**src/rtl/conv1_act_scheduler.sv**
```systemverilog
// conv1_act_scheduler: round-robin share of one conv1 requantize/ReLU stage,
// packing int8 activations 4 per word. Optional macro: CONV1_ACT_SAT_CNT_EN.
module conv1_act_scheduler #(
    parameter int NUM_LANES = 4,
    parameter int CNT_W     = 16
) (
    input  logic                    nice_clk,
    input  logic                    nice_rst_n,
    input  logic                    start,
    input  logic [CNT_W-1:0]        cfg_count,
    input  logic [NUM_LANES-1:0]    acc_valid,
    input  logic [NUM_LANES*20-1:0] acc_data,
    output logic [NUM_LANES-1:0]    acc_ready,
    output logic                    wb_valid,
    output logic [31:0]             wb_data,
    output logic                    wb_last,
    input  logic                    wb_ready,
    output logic                    busy,
    output logic                    done,
    output logic [15:0]             sat_count
);

    localparam int PW = (NUM_LANES > 1) ? $clog2(NUM_LANES) : 1;

    typedef enum logic [2:0] {
        S_IDLE,
        S_RUN,
        S_FLUSH,
        S_DRAIN,
        S_DONE
    } state_t;

    state_t r_state;
    state_t w_state_nxt;

    logic [CNT_W-1:0] r_rem;
    logic [PW-1:0]    r_ptr;
    logic [1:0]       r_byte_cnt;
    logic [23:0]      r_pack;
    logic             r_wb_valid;
    logic [31:0]      r_wb_data;
    logic             r_wb_last;

    logic [19:0]        w_lane [NUM_LANES];
    logic               w_gnt_any;
    logic [PW-1:0]      w_gnt_idx;
    logic [PW-1:0]      w_ptr_nxt;
    logic [PW:0]        w_sum;
    logic [19:0]        w_din;
    logic signed [19:0] w_sh;
    logic signed [19:0] w_a;
    logic [7:0]         w_byte;
    logic               w_stall;
    logic               w_accept;
    logic               w_last_acc;
    logic               w_wb_hs;
    logic               w_flush_ld;
    logic               w_start_ok;

    // Split the flat accumulator bus into per-lane words.
    always_comb begin
        for (int i = 0; i < NUM_LANES; i++) begin
            w_lane[i] = acc_data[20*i +: 20];
        end
    end

    // Round-robin search upward from the pointer; lowest offset wins.
    always_comb begin
        w_gnt_any = 1'b0;
        w_gnt_idx = '0;
        w_sum     = '0;
        for (int k = NUM_LANES - 1; k >= 0; k--) begin
            w_sum = {1'b0, r_ptr} + (PW+1)'(k);
            if (w_sum >= (PW+1)'(NUM_LANES)) begin
                w_sum = w_sum - (PW+1)'(NUM_LANES);
            end
            if (acc_valid[w_sum[PW-1:0]]) begin
                w_gnt_any = 1'b1;
                w_gnt_idx = w_sum[PW-1:0];
            end
        end
    end

    assign w_din     = w_lane[w_gnt_idx];
    assign w_ptr_nxt = (w_gnt_idx == PW'(NUM_LANES - 1)) ? '0
                     : w_gnt_idx + 1'b1;

    // Requantize then clamp to the ReLU int8 range 0..127.
    assign w_sh   = ($signed(w_din) >>> 2) - 20'sd128;
    assign w_a    = w_sh >>> 5;
    assign w_byte = (w_a > 20'sd127) ? 8'd127
                  : (w_a < 20'sd0)   ? 8'd0
                  : w_a[7:0];

    assign w_stall    = (r_byte_cnt == 2'd3) && r_wb_valid && !wb_ready;
    assign w_accept   = (r_state == S_RUN) && w_gnt_any
                     && (r_rem != '0) && !w_stall;
    assign w_last_acc = w_accept && (r_rem == CNT_W'(1));
    assign w_wb_hs    = r_wb_valid && wb_ready;
    assign w_flush_ld = (r_state == S_FLUSH) && (!r_wb_valid || wb_ready);
    assign w_start_ok = (r_state == S_IDLE) && start;

    // One-hot accept toward the granted lane.
    always_comb begin
        acc_ready = '0;
        for (int i = 0; i < NUM_LANES; i++) begin
            acc_ready[i] = w_accept && (w_gnt_idx == PW'(i));
        end
    end

    // FSM state register.
    always_ff @(posedge nice_clk) begin
        if (!nice_rst_n) begin
            r_state <= S_IDLE;
        end else begin
            r_state <= w_state_nxt;
        end
    end

    // FSM next-state logic.
    always_comb begin
        w_state_nxt = r_state;
        unique case (r_state)
            S_IDLE: begin
                if (start) begin
                    w_state_nxt = (cfg_count == '0) ? S_DONE : S_RUN;
                end
            end
            S_RUN: begin
                if (w_last_acc) begin
                    w_state_nxt = (r_byte_cnt == 2'd3) ? S_DRAIN : S_FLUSH;
                end
            end
            S_FLUSH: begin
                if (w_flush_ld) begin
                    w_state_nxt = S_DRAIN;
                end
            end
            S_DRAIN: begin
                if (w_wb_hs) begin
                    w_state_nxt = S_DONE;
                end
            end
            S_DONE: begin
                w_state_nxt = S_IDLE;
            end
            default: begin
                w_state_nxt = S_IDLE;
            end
        endcase
    end

    // Pass bookkeeping: remaining count, RR pointer and byte packing.
    always_ff @(posedge nice_clk) begin
        if (!nice_rst_n) begin
            r_rem      <= '0;
            r_ptr      <= '0;
            r_byte_cnt <= 2'd0;
            r_pack     <= 24'd0;
        end else if (w_start_ok) begin
            r_rem      <= cfg_count;
            r_ptr      <= '0;
            r_byte_cnt <= 2'd0;
            r_pack     <= 24'd0;
        end else if (w_accept) begin
            r_rem      <= r_rem - CNT_W'(1);
            r_ptr      <= w_ptr_nxt;
            r_byte_cnt <= r_byte_cnt + 2'd1;
            if (r_byte_cnt == 2'd3) begin
                r_pack <= 24'd0;
            end else begin
                r_pack[8*r_byte_cnt +: 8] <= w_byte;
            end
        end else if (w_flush_ld) begin
            r_byte_cnt <= 2'd0;
            r_pack     <= 24'd0;
        end
    end

    // Writeback register: full word, flushed partial word, or drained.
    always_ff @(posedge nice_clk) begin
        if (!nice_rst_n) begin
            r_wb_valid <= 1'b0;
            r_wb_data  <= 32'd0;
            r_wb_last  <= 1'b0;
        end else if (w_accept && (r_byte_cnt == 2'd3)) begin
            r_wb_valid <= 1'b1;
            r_wb_data  <= {w_byte, r_pack};
            r_wb_last  <= w_last_acc;
        end else if (w_flush_ld) begin
            r_wb_valid <= 1'b1;
            r_wb_data  <= {8'd0, r_pack};
            r_wb_last  <= 1'b1;
        end else if (w_wb_hs) begin
            r_wb_valid <= 1'b0;
        end
    end

    assign wb_valid = r_wb_valid;
    assign wb_data  = r_wb_data;
    assign wb_last  = r_wb_last;
    assign busy     = (r_state != S_IDLE);
    assign done     = (r_state == S_DONE);

`ifdef CONV1_ACT_SAT_CNT_EN
    logic [15:0] r_sat;

    // Count accepted activations that clipped at the top of the range.
    always_ff @(posedge nice_clk) begin
        if (!nice_rst_n) begin
            r_sat <= 16'd0;
        end else if (w_start_ok) begin
            r_sat <= 16'd0;
        end else if (w_accept && (w_a > 20'sd127) && (r_sat != 16'hFFFF)) begin
            r_sat <= r_sat + 16'd1;
        end
    end

    assign sat_count = r_sat;
`else
    assign sat_count = 16'd0;
`endif

endmodule

```
**config.mk**
```make
export PLATFORM = sky130hd
export DESIGN_NAME = conv1_act_scheduler
export DESIGN_NICKNAME = d
export VERILOG_FILES = /design/src/rtl/conv1_act_scheduler.sv
export SDC_FILE = /design/constraint.sdc
export NUM_CORES = 1
export LEC_CHECK = 0
export CAP_MARGIN = 20
export CORE_MARGIN = 2
export CORE_UTILIZATION = 45
export DETAILED_ROUTE_END_ITERATION = 12
export PLACE_DENSITY_LB_ADDON = 0.25
export SLEW_MARGIN = 20
export SYNTH_ARGS = -nofsm -noshare
export SYNTH_HDL_FRONTEND = slang
export SYNTH_SLANG_ARGS = --single-unit
```
**constraint.sdc**
```tcl
create_clock -name nice_clk -period 4.75 [get_ports nice_clk]
set_input_delay 0.95 -clock nice_clk [delete_from_list [all_inputs] [get_ports nice_clk]]
set_output_delay 0.95 -clock nice_clk [all_outputs]
set_load 0.005 [all_outputs]
```
==> metrics.csv <==
stage,metric,value,unit
status,run_status,"finished, final reports clean",
clock_network,cts_buffer_depth,2,
routing,post-route-drc-count,0,
worst_setup_path,crit_type,in -> out,
power,pwr_density_cell,406,nW/um^2
place,place_hpwl,8.57,mm
synth,syn_inst,541,
clock_network,cts_post_setup_buffers_inserted,0,
power,p_total,0.00234,W
floorplanning,pin_count,160,
global_route,grt_antenna_before_repair,0,
floorplanning,num_rows,35,
routing,route.antenna.remaining_nets,0,
synth,count_of_flip_flops_with_a_built_in_enable_after_synthesis,0,
sta,tightestPinTransition,916,ps
flow_run,maxCapViolations,0,
floorplanning,design.core.area,9240,sq um
min_path,hp-class,reg -> reg,
sta,setup_violations,0,
synth,ys_seq_area_share,37.8,%
sta,timing.final.crit_period,4420,ps
sta,max_freq,226,MHz
final_layout,areaGrowthSynthToFinish,34.2,%
routing,avgViaCountPerCell,5.30,
synth,post_synth_num_cell_types,60,
sta,final-hold-violation-count,0,
final_layout,finalNetCount,770,
sta,timing_max_transition_violations_final,0,
global_route,grt_first_pass_wirelength,18.0,mm
floorplanning,vertical_extent_of_the_die,102,microns
floorplanning,die-area,10300,sq um
clock_network,root_buffer_selected_by_cts,clkbuf_8,
routing,routed_wl,11.0,mm
sta,setup_repair_after_global_routing_missed_its_margin,no,
routing,drt_pre_antenna_iters,4,
sta,slew_headroom,38.6,%
floorplanning,floorplan.initialDensity,46.5,%
routing,detail_route.iter0.violations,183,
place,io_buffers,115,
floorplanning,die_w,102,microns
synth,synthesis.area,4290,sq um
power,p_leak,2.12,nW
synth,synth_top_cells_by_count,"nand2_1 (113), dfxtp_1 (81), a21oi_1 (49)",
synth,synthDominantAreaCellType,dfxtp_1,
worst_setup_path,timing.critical_path.from_type,input pin,
synth,synth_flop_type,dfxtp_1,
synth,synthesis.area_per_instance,7.94,sq um
worst_setup_path,critical_path_required,3800,ps
final_layout,finish.utilization,62.4,%
synth,synth.most_common_cell,nand2_1,
clock_network,insertion_delay,360,ps
power,vdd.ir_drop.worst,0.000179,V
clock_network,clk_pin_slew,80,ps
synth,synth_largest_type_area_fraction,37.8,%
clock_network,cts_hold_repair.buffers,0,
sta,final_layout_setup_total_negative_slack,0,ps
clock_network,cts.repair.resized,0,
final_layout,nFillCells,840,
sta,finClkSkew,13.0,ps
clock_network,cts_max_level,3,
synth,async_reset_ff_share,0,%
routing,wl_per_cell,13.9,microns
global_route,grt_max_degree,34,
final_layout,n_antenna_cell,0,
clock_network,number_of_cts_inserted_buffers,9,
final_layout,drive_above_1_share,6.37,%
synth,largest_cells_by_area_after_synthesis,"dfxtp_1 (38%), nand2_1 (9.9%), a21oi_1 (5.7%), ha_1 (3.5%), a22o_1 (3.3%)",
worst_setup_path,critPathArrivalTime,3470,ps
global_route,grt_pass1_vias,3951,
clock_network,cts_tree,built,
worst_setup_path,critical_path_peak_fanout,22,
synth,ys.warnings.count,0,
clock_network,clock_tree_sinks,81,
sta,post-route-period-util,93.0,%
synth,ys_seq_elements,81,
global_route,overflow,0,
global_route,global_route.usage.total,21.6,%
place,finalWeightedCongestion,0.848,
worst_setup_path,setup.worst_path.end_class,output port,
routing,routed-via-count,4173,
[final timing paths]
kind,to,cells past startpoint,slack [ps],start
worst max-delay path,acc_ready[1],9,330,acc_valid[2]
worst min-delay path,wb_data[18]$_SDFFE_PN0P_,2,450,wb_data[18]$_SDFFE_PN0P_
worst max register to register,wb_data[26]$_SDFFE_PN0P_,13,1140,r_ptr[0]$_SDFFE_PP0P_
worst min register to register,wb_data[18]$_SDFFE_PN0P_,2,450,wb_data[18]$_SDFFE_PN0P_
[cell families (layout without fill, tap and decap cells)]
group	after synthesis	in the layout	share of synthesized area (%)
multiplexers	17	17	4.11
other	1	16	0.0873
flip-flops	81	81	37.8
AO/OA/AOI/OAI	125	125	19.3
buffers and inverters	51	154	6.15
AND/OR/NAND/NOR	248	248	27.9
adder cells (fa/ha/maj)	12	12	3.50
XOR/XNOR	6	6	1.22
[flip-flops by register name, summed over array words and instances (netlist names)]
| register | count |
|---|---|
| wb_last | 1 |
| r_ptr | 2 |
| r_rem | 16 |
| r_byte_cnt | 2 |
| r_pack | 24 |
| r_state | 3 |
| wb_valid | 1 |
| wb_data | 32 |
[cell usage in the layout (no fill, tap or decap), types with 4 or more instances in the layout]
cell type	count
clkdlybuf4s50_1	115
nand2_1	113
dfxtp_1	81
a21oi_1	49
nor2_1	29
nor3_1	20
nand3_1	17
a22o_1	16
conb_1	16
o21ai_0	15
and2_1	14
mux2i_1	12
ha_1	12
inv_1	11
buf_4	11
clkbuf_8	9
nor4_1	8
o21ai_1	8
nor3b_1	7
nand2b_1	6
xnor2_1	6
and3_1	6
or3_1	5
or4_1	5
mux2_2	4
a211o_1	4
nand4_1	4
a31oi_1	4
[worst max-delay path, stage by stage]
cell and delay [ps]:
clkdlybuf4s50_1 560, and2b_1 170, a311oi_2 70, nor2_4 500
inv_2 240, buf_4 220, ha_1 180, and2_1 130
clkdlybuf4s50_1 440
[report_power, final]
part           switching [W]  internal (W)  leakage, nW
clock               0.000270      0.000306        0.117
combinational       0.000545      0.000380         1.35
sequential         0.0000824      0.000756        0.656
[routing by layer]
metal	routed length [microns]	track usage [%]	vias to the layer above
met5	0	0	-
met4	146	6.96	0
met3	643	3.86	14
met2	5350	36.2	123
met1	4840	28.2	1922
li1	-	-	2114
[cell type report]
class	count	area, sq um	area share [%]
inverter	12	45.0	0.782
sequential	81	1620	28.1
timing repair buffer	126	1230	21.4
clock inverter	7	111	1.93
clock buffer	9	124	2.15
tap	129	161	2.80
multi-input combinational	424	2460	42.8
[per-stage QoR]
| stage | setup WS, ps | instances | hold WS [ps] | cell area, sq um |
|---|---|---|---|---|
| after global placement | 218 | 772 | 439 | 5530 |
| after detailed placement | 26.4 | 772 | 443 | 5530 |
| after floorplan | 857 | 556 | 425 | 4350 |
| after CTS | 330 | 788 | 454 | 5760 |
| after global routing | 78.4 | 788 | 467 | 5760 |
| final | 332 | 788 | 453 | 5760 |
(Power assumes the default switching activity.)
